<file path="src/rtl/npc_bus_pkg.sv">
// Shared types for the single-port memory arbiter.
// Pure declarations: no latency, no flow control.
package npc_bus_pkg;
    typedef enum logic [1:0] {
        IDLE = 2'd0,
        ADDR = 2'd1,
        DATA = 2'd2,
        RESP = 2'd3
    } state_e;

    typedef enum logic {
        OWN_IF = 1'b0,
        OWN_LS = 1'b1
    } owner_e;

    localparam int WMASK_W = 8;
endpackage

</file>
<file path="src/rtl/mem_arb_pick.sv">
// IF/LS pick rule with IF anti-starvation counter; combinational grant.
// Backpressure: a losing requester simply stays pending until a later grant_en.
module mem_arb_pick #(
    parameter int STARVE_MAX = 4
) (
    input  logic clk,
    input  logic rst,
    input  logic if_req,
    input  logic ls_req,
    input  logic grant_en,
    output logic gnt_if,
    output logic gnt_ls
);
    localparam int CW = $clog2(STARVE_MAX + 1);

    logic [CW-1:0] starve_cnt_q, starve_cnt_d;
    logic          if_wins;

    always_comb begin
        if_wins      = if_req && (!ls_req || (starve_cnt_q == CW'(STARVE_MAX)));
        gnt_if       = grant_en && if_wins;
        gnt_ls       = grant_en && ls_req && !if_wins;
        starve_cnt_d = starve_cnt_q;
        if (gnt_if) begin
            starve_cnt_d = '0;
        end else if (gnt_ls && if_req && (starve_cnt_q != CW'(STARVE_MAX))) begin
            starve_cnt_d = starve_cnt_q + CW'(1);
        end
    end

    always_ff @(posedge clk or negedge rst) begin
        if (!rst) begin
            starve_cnt_q <= '0;
        end else begin
            starve_cnt_q <= starve_cnt_d;
        end
    end
endmodule

</file>
<file path="src/rtl/mem_bus_arbiter.sv">
// Shares one memory port between fetch and load/store, one transaction at a time.
// Min latency grant->rvalid 3 cycles; mem_req_valid held until mem_req_ready, timeout aborts.
module mem_bus_arbiter
    import npc_bus_pkg::*;
#(
    parameter int WIDTH      = 64,
    parameter int STARVE_MAX = 4,
    parameter int TIMEOUT    = 255
) (
    input  logic               clk,
    input  logic               rst,
    input  logic               if_req,
    input  logic [WIDTH-1:0]   if_addr,
    input  logic               if_kill,
    output logic               if_gnt,
    output logic               if_rvalid,
    output logic [31:0]        if_rdata,
    output logic               if_rerr,
    input  logic               ls_req,
    input  logic               ls_we,
    input  logic [WIDTH-1:0]   ls_addr,
    input  logic [WIDTH-1:0]   ls_wdata,
    input  logic [WMASK_W-1:0] ls_wmask,
    output logic               ls_gnt,
    output logic               ls_rvalid,
    output logic [WIDTH-1:0]   ls_rdata,
    output logic               ls_rerr,
    output logic               mem_req_valid,
    input  logic               mem_req_ready,
    output logic [WIDTH-1:0]   mem_addr,
    output logic               mem_we,
    output logic [WIDTH-1:0]   mem_wdata,
    output logic [WMASK_W-1:0] mem_wmask,
    input  logic               mem_resp_valid,
    input  logic [WIDTH-1:0]   mem_rdata
);
    localparam int TW = $clog2(TIMEOUT + 1);

    state_e             state_q, state_d;
    owner_e             owner_q, owner_d;
    logic [WIDTH-1:0]   addr_q, addr_d, wdata_q, wdata_d, rdata_q, rdata_d;
    logic [WMASK_W-1:0] wmask_q, wmask_d;
    logic               we_q, we_d, kill_q, kill_d, err_q, err_d;
    logic [TW-1:0]      tmo_q, tmo_d;
    logic               grant_en, gnt_if, gnt_ls, tmo_hit;

    // Gating with rst keeps the combinational grants quiet while held in reset.
    assign grant_en = (state_q == IDLE) && rst;

    mem_arb_pick #(
        .STARVE_MAX(STARVE_MAX)
    ) u_pick (
        .clk      (clk),
        .rst      (rst),
        .if_req   (if_req),
        .ls_req   (ls_req),
        .grant_en (grant_en),
        .gnt_if   (gnt_if),
        .gnt_ls   (gnt_ls)
    );

    always_comb begin
        state_d = state_q;
        owner_d = owner_q;
        addr_d  = addr_q;
        we_d    = we_q;
        wdata_d = wdata_q;
        wmask_d = wmask_q;
        rdata_d = rdata_q;
        tmo_d   = tmo_q;
        kill_d  = kill_q;
        err_d   = err_q;
        tmo_hit = (tmo_q + TW'(1)) == TW'(TIMEOUT);

        case (state_q)
            IDLE: begin
                if (gnt_if || gnt_ls) begin
                    state_d = ADDR;
                    owner_d = gnt_if ? OWN_IF : OWN_LS;
                    addr_d  = gnt_if ? if_addr : ls_addr;
                    we_d    = gnt_ls && ls_we;
                    wdata_d = gnt_ls ? ls_wdata : '0;
                    wmask_d = gnt_ls ? ls_wmask : '0;
                    tmo_d   = '0;
                    kill_d  = gnt_if && if_kill;
                    err_d   = 1'b0;
                end
            end
            ADDR: begin
                tmo_d = tmo_q + TW'(1);
                if (tmo_hit) begin
                    state_d = RESP;
                    err_d   = 1'b1;
                    rdata_d = '0;
                end else if (mem_req_ready) begin
                    state_d = DATA;
                end
            end
            DATA: begin
                tmo_d = tmo_q + TW'(1);
                // A response landing on the last allowed cycle is still taken.
                if (mem_resp_valid) begin
                    state_d = RESP;
                    rdata_d = we_q ? '0 : mem_rdata;
                end else if (tmo_hit) begin
                    state_d = RESP;
                    err_d   = 1'b1;
                    rdata_d = '0;
                end
            end
            RESP:    state_d = IDLE;
            default: state_d = IDLE;
        endcase

        if ((owner_q == OWN_IF) && ((state_q == ADDR) || (state_q == DATA)) && if_kill) begin
            kill_d = 1'b1;
        end
    end

    always_ff @(posedge clk or negedge rst) begin
        if (!rst) begin
            state_q <= IDLE;
            owner_q <= OWN_IF;
            addr_q  <= '0;
            we_q    <= 1'b0;
            wdata_q <= '0;
            wmask_q <= '0;
            rdata_q <= '0;
            tmo_q   <= '0;
            kill_q  <= 1'b0;
            err_q   <= 1'b0;
        end else begin
            state_q <= state_d;
            owner_q <= owner_d;
            addr_q  <= addr_d;
            we_q    <= we_d;
            wdata_q <= wdata_d;
            wmask_q <= wmask_d;
            rdata_q <= rdata_d;
            tmo_q   <= tmo_d;
            kill_q  <= kill_d;
            err_q   <= err_d;
        end
    end

    assign if_gnt        = gnt_if;
    assign ls_gnt        = gnt_ls;
    assign if_rvalid     = (state_q == RESP) && (owner_q == OWN_IF) && !kill_q;
    assign if_rerr       = if_rvalid && err_q;
    assign if_rdata      = addr_q[2] ? rdata_q[32 +: 32] : rdata_q[0 +: 32];
    assign ls_rvalid     = (state_q == RESP) && (owner_q == OWN_LS);
    assign ls_rerr       = ls_rvalid && err_q;
    assign ls_rdata      = rdata_q;
    assign mem_req_valid = (state_q == ADDR);
    assign mem_addr      = addr_q;
    assign mem_we        = we_q;
    assign mem_wdata     = wdata_q;
    assign mem_wmask     = wmask_q;
endmodule
</file>
<file path="config.mk">
export PLATFORM = sky130hd
export DESIGN_NAME = mem_bus_arbiter
export DESIGN_NICKNAME = d
export VERILOG_FILES = /design/src/rtl/npc_bus_pkg.sv /design/src/rtl/mem_arb_pick.sv /design/src/rtl/mem_bus_arbiter.sv
export SDC_FILE = /design/constraint.sdc
export NUM_CORES = 1
export LEC_CHECK = 0
export ABC_AREA = 1
export CAP_MARGIN = 20
export CORE_AREA = 2 2 198 200
export CTS_CLUSTER_SIZE = 14
export DETAILED_ROUTE_END_ITERATION = 16
export DIE_AREA = 0 0 200 202
export GPL_TIMING_DRIVEN = 1
export SLEW_MARGIN = 40
export SYNTH_ARGS = -nofsm -noshare
export SYNTH_HDL_FRONTEND = slang
export SYNTH_SLANG_ARGS = --single-unit
</file>
<file path="constraint.sdc">
create_clock -name clk -period 2.29 [get_ports clk]
set_clock_uncertainty 0.2 [all_clocks]
set_input_delay 0.229 -clock clk [delete_from_list [all_inputs] [get_ports clk]]
set_output_delay 0.229 -clock clk [all_outputs]
set_load 0.01 [all_outputs]
</file>
# Yosys cells after proc, flatten, opt, wreduce, memory -nomap -nowiden
# Cells that the tools add are included.
word_totals:
  input_bits: 272
  out_inout_bits: 240
  reg_bits: 217
  elab_cells: 85
op_classes:
  n_eq_ne: 10
  bitwise_logic: 1
  addsub: 2
  mux: 26
  reduce_logical: 35
op_table:
  columns: ["cell", "n"]
  rows:
  - ["$mux W64", 5]
  - ["$pmux W64 S2", 1]
  - ["$mux W32", 1]
  - ["$logic_and A1 B1 Y1", 16]
  - ["$mux W8", 2]
  - ["$pmux W8 S2", 1]
  - ["$mux W2", 5]
  - ["$reduce_bool A2 Y1", 5]
  - ["$add A8 B1 Y8 const B", 1]
  - ["$eq A8 B8 Y1 const B", 1]
  - ["$pmux W2 S4", 1]
  - ["$mux W1", 7]
  - ["$mux W3", 2]
  - ["$ne A3 B3 Y1 const B", 2]
  - ["$reduce_and A2 Y1", 3]
  - ["$reduce_and A3 Y1", 2]
  - ["$eq A2 B2 Y1 const B", 2]
  - ["$add A3 B1 Y3 const B", 1]
  - ["$eq A3 B3 Y1 const B", 1]
  - ["$logic_not A1 Y1", 3]
  - ["$logic_or A1 B1 Y1", 3]
  - ["$ne A3 B1 Y1 const B", 1]
  - ["$pmux W1 S3", 1]
  - ["$reduce_bool A3 Y1", 1]
  - ["other kinds (6)", 6]

# Longest topological paths before layout
logic_depth:
  word_depth: 9
  depth_mapped: 13

# Modules after synthesis
# From an unflattened synthesis, not the netlist that was laid out.
unflattened:
  cells_unflattened: 1212
  hier_area_um2: 10712.8
by_module_without_submodules:
  columns: ["module", "cells_per_inst", "instances", "area_per_inst_um2"]
  rows:
  - ["mem_bus_arbiter", 1183, 1, 10513.8]
  - ["mem_arb_pick", 29, 1, 198.9]

# Worst setup path after synthesis
# OpenSTA, ideal clock, no wires.
synth_timing:
  path_type: "reg2reg"
  startpoint: "reg state_q[0]"
  endpoint: "reg rdata_q[54], in the netlist ls_rdata[54]"
  arrival_ns: 1.658
  path_stages_with_launch: 8
  setup_ns: 0.073
  setup_slack_ns: 0.359
  n_path_buf: 2
  path_cell_list: "dfrtp_1 -> inv_1 -> ha_1 -> inv_1 -> clkbuf_1 -> clkbuf_1 -> a31oi_1 -> a21oi_2"
synth_between:
  elab_chain_len: 2
  word_cells_on_any_way: 4
  classes_between: "2 x eq/ne; 1 x mux; 1 x reduce/logical"
synth_rtl:
  columns: ["element", "line_no", "source"]
  rows:
  - ["start, declared", "mem_bus_arbiter.sv:39", "state_e state_q, state_d;"]
  - ["start signal, assigned", "mem_bus_arbiter.sv:133", "state_q <= state_d;"]
  - ["$eq A2 B2 Y1 / $eq A2 B1 Y1 (equally long branches)", "mem_bus_arbiter.sv:75", "case (state_q)"]
  - ["$pmux W64 S2 / $reduce_bool A2 Y1 (equally long branches)", null, null]
  - ["end signal, assigned", "mem_bus_arbiter.sv:139", "rdata_q <= rdata_d;"]
  - ["end, declared", "mem_bus_arbiter.sv:41", "logic [WIDTH-1:0] addr_q, addr_d, wdata_q, wdata_d, rdata_q, rdata_d;"]
# Parallel ways exist; a longest one is shown, timed or not.
# A chain may end at the register's enable or synchronous reset.

# Final worst setup path
layout_timing:
  startpoint: "reg addr_q[2], in the netlist mem_addr[2]"
  endpoint: "out if_rdata[11]"
layout_between:
  elab_chain_len: 1
layout_rtl:
  columns: ["element", "line_no", "source"]
  rows:
  - ["start, declared", "mem_bus_arbiter.sv:41", null]
  - ["start signal, assigned", "mem_bus_arbiter.sv:135", "addr_q <= addr_d;"]
  - ["$mux W32", "mem_bus_arbiter.sv:150", "assign if_rdata = addr_q[2] ? rdata_q[32 +: 32] : rdata_q[0 +: 32];"]
  - ["end, declared", "mem_bus_arbiter.sv:17", "output logic [31:0] if_rdata,"]
# Every way passes these cells.

==> run metrics <==
port bufs 511; FFs w/ async S/R, synth 1.000; P_sw 9.242 mW; cells along the critical path buf_12 -> mux2_2 -> dlygate4sd2_1; io pins 512; first-pass GRT wire length 57.93 mm; Worst-Skew Late Latency 530 ps; GPL Wtd Cong 0.8269; Cells after DPL 1985; die area 0.04040 mm^2; fin nets 1779; antenna violations before repair 0; DRC violations left 0; Switching Share 0.3824; most frequent cell after synthesis dfrtp_1; WP data arrival 1800 ps; sequential cell area fraction in the yosys report 0.5314; largest buffer count on any clock path 3; final antenna-violating net count 0; Worst Path Buf+Inv 2; PD cells 1423 mW/mm^2; Syn. warnings 0; pin count of the biggest net entering global routing 137; combinational share of power 0.517; Slew @ Worst Pin 585.1 ps; hold path start ls_addr[58]; Layout area overhead 66.23%; CP max-delay cell dfrtp_1; CP required 1860 ps; crit path launch mem_addr[2]$_DFFE_PN0P_; Hold Path Class input port to flip-flop; Root Buffer clkbuf_16; cell area after synthesis 0.01022 mm^2; layout cells sized above 1 0.1601; Net Count, Synth 1287; via count 9599; Period minus WS final 2232 ps; Post-synth EDFFs 0; H-tree level count 1; Internal 14.93 mW; Cell Rows 72; #FFs+latches synth 217; core area 0.03829 mm^2; All-Layer GR Usage 0.1836; Yosys cell types 29; first-pass iteration count of the detailed router 5; Leakage Power 7.299 nW; Max stage delay on crit path 370 ps; Fmax 0.4480 GHz; synthesized area per cell 10.16 um^2; Synth area leaders dfrtp_1, a22o_1, nor2_1; ys flop type dfrtp_1; RR Startpoint tmo_q[1]$_DFFE_PN0P_; total gr overflow 0; Final HPWL DP 27.43 mm; clock-pin transition on the worst setup and hold timing paths 60 ps; final wirelength 38.48 mm; WL/cell 18.90 um; Flop pwr share 0.288; vias in the first global route 9576; status finished, final reports clean; Synth Instances 1006; crit end category output port; vias per cell 4.715; Filler cells 3661; worst vdd ir 0.6594 mV; RSZ-0062 raised after global routing true; Setup crit start kind flip-flop; crit path kind flip-flop to output port; Final Hold Vio Count 0; Final setup viols 0; Die W 200 um; top cells by instance count after synthesis dfrtp_1, nor2_1, nand2_1, a22o_1, a31oi_1; area leader, netlist dfrtp_1; Slew HR 0.6099; crit-path leading delay family buffers and inverters; Slew Viols, Final 0; n_diodes 0; Crit Path Max Fanout 34; total power 24.17 mW; CTS tree done; Yosys top cell area share 0.5314; Clk pwr share 0.195; first-iteration detailed-routing DRC count 441; total CTS buffers 26; # Max-Cap Violations 0; fin cells 2036; initial core utilization 0.2669; fin crit share 0.9748; Clock Sinks 217; Die H 202 um
[routing by layer]
metal,global-route usage,wire (um)
met5,0,0
met4,0.05132,948
met3,0.04589,2788
met2,0.3068,18840
met1,0.2346,15910
[cell type report]
type / instances / area [um^2] / share of cell area
repair buffers: 546 / 5522 / 0.3251
clock inverters: 15 / 234.0 / 0.01377
clock buffers: 33 / 738.2 / 0.04346
multi-input cells: 678 / 4305 / 0.2535
inverters: 29 / 108.9 / 0.006408
flip-flops and latches: 217 / 5430 / 0.3197
well taps: 518 / 648.1 / 0.03816
[state kept, by name (all words and copies together) (netlist names)]
signal               flops
tmo_q                    8
kill_q                   1
state_q                  2
mem_we                   1
owner_q                  1
u_pick.starve_cnt_q      3
mem_wmask                8
mem_addr                64
err_q                    1
mem_wdata               64
ls_rdata                64
[power groups by stage]
stage	clock network, mW	registers (mW)	logic [mW]
after global routing	4.98	7.20	13.6
after CTS	4.83	6.97	12.6
after floorplan	0	7.38	6.00
after detailed placement	0	6.98	12.9
after global placement	0	6.95	12.7
final	4.70	6.96	12.5
[cells by family (layout without fill, tap and decap cells)]
| group | after synthesis | count (layout) | synth area share |
|---|---|---|---|
| and+or+nand+nor | 377 | 377 | 0.1822 |
| AOI/OAI and AO/OA | 260 | 260 | 0.1861 |
| DFF | 217 | 217 | 0.5314 |
| buffers and inverters | 111 | 623 | 0.05400 |
| muxes | 32 | 32 | 0.03526 |
| adders and majority gates | 9 | 9 | 0.01102 |
[cell usage in the layout, fill, tap and decap left out, types with 3 or more instances in the layout]
cell | synthesis | routed
nand2_1 | 116 | 113
clkbuf_8 | 0 | 4
nand2_2 | 3 | 4
a21oi_1 | 17 | 17
inv_2 | 2 | 6
nand3_2 | 53 | 53
nor2_1 | 146 | 145
buf_12 | 6 | 13
nand4_1 | 3 | 3
o21ai_1 | 4 | 3
dfrtp_1 | 217 | 217
mux2_2 | 32 | 31
a21oi_2 | 50 | 50
ha_1 | 9 | 8
nand3_1 | 47 | 47
nand2_4 | 2 | 4
o21ai_0 | 8 | 8
clkinv_2 | 0 | 6
buf_4 | 0 | 18
nor2_4 | 2 | 5
a31oi_1 | 64 | 64
clkbuf_16 | 0 | 27
o22ai_1 | 42 | 42
bufinv_16 | 0 | 6
clkdlybuf4s50_1 | 0 | 471
inv_1 | 27 | 23
dlygate4sd2_1 | 0 | 36
a22o_1 | 73 | 73
[final timing paths]
path / endpoint / slack, ps / cells past startpoint
hold / removal: mem_addr[58]$_DFFE_PN0P_ / 50 / 3
max in group asynchronous: mem_addr[14]$_DFFE_PN0P_ / 900 / 4
hold reg to reg: mem_addr[58]$_DFFE_PN0P_ / 300 / 2
setup reg to reg: state_q[0]$_DFFE_PN0P_ / 180 / 13
setup / recovery: if_rdata[11] / 60 / 3
min in group asynchronous: state_q[0]$_DFFE_PN0P_ / 110 / 3
[through the flow]
step	TNS [ps]	worst slack, ps	cell area (um^2)	utilization	hold slack (ps)
2_1_floorplan	0	359.2	10220	-	-266.6
3_3_place_gp	0	87.48	15970	0.4172	94.19
3_5_place_dp	0	81.00	15970	0.4172	96.19
4_1_cts	0	0.8941	16930	0.4423	26.09
5_1_grt	-2.613	-2.085	16990	0.4437	37.73
6_report	0	57.72	16990	0.4437	49.29
[worst min-delay path: cells and delay by family]
family / cells / cell delay [ps]
simple gates: 2 / 110
buf+inv: 1 / 390
[timing repair]
action / 4_1_cts / 5_1_grt
pin swaps: 2 / 0
gates resized for setup: 49 / 9
hold endpoints to repair: 156 / 0
hold buffers: 1 / 0
endpoints found under the setup margin: 39 / 30
setup buffers: 1 / 0
(Power assumes the default switching activity.)
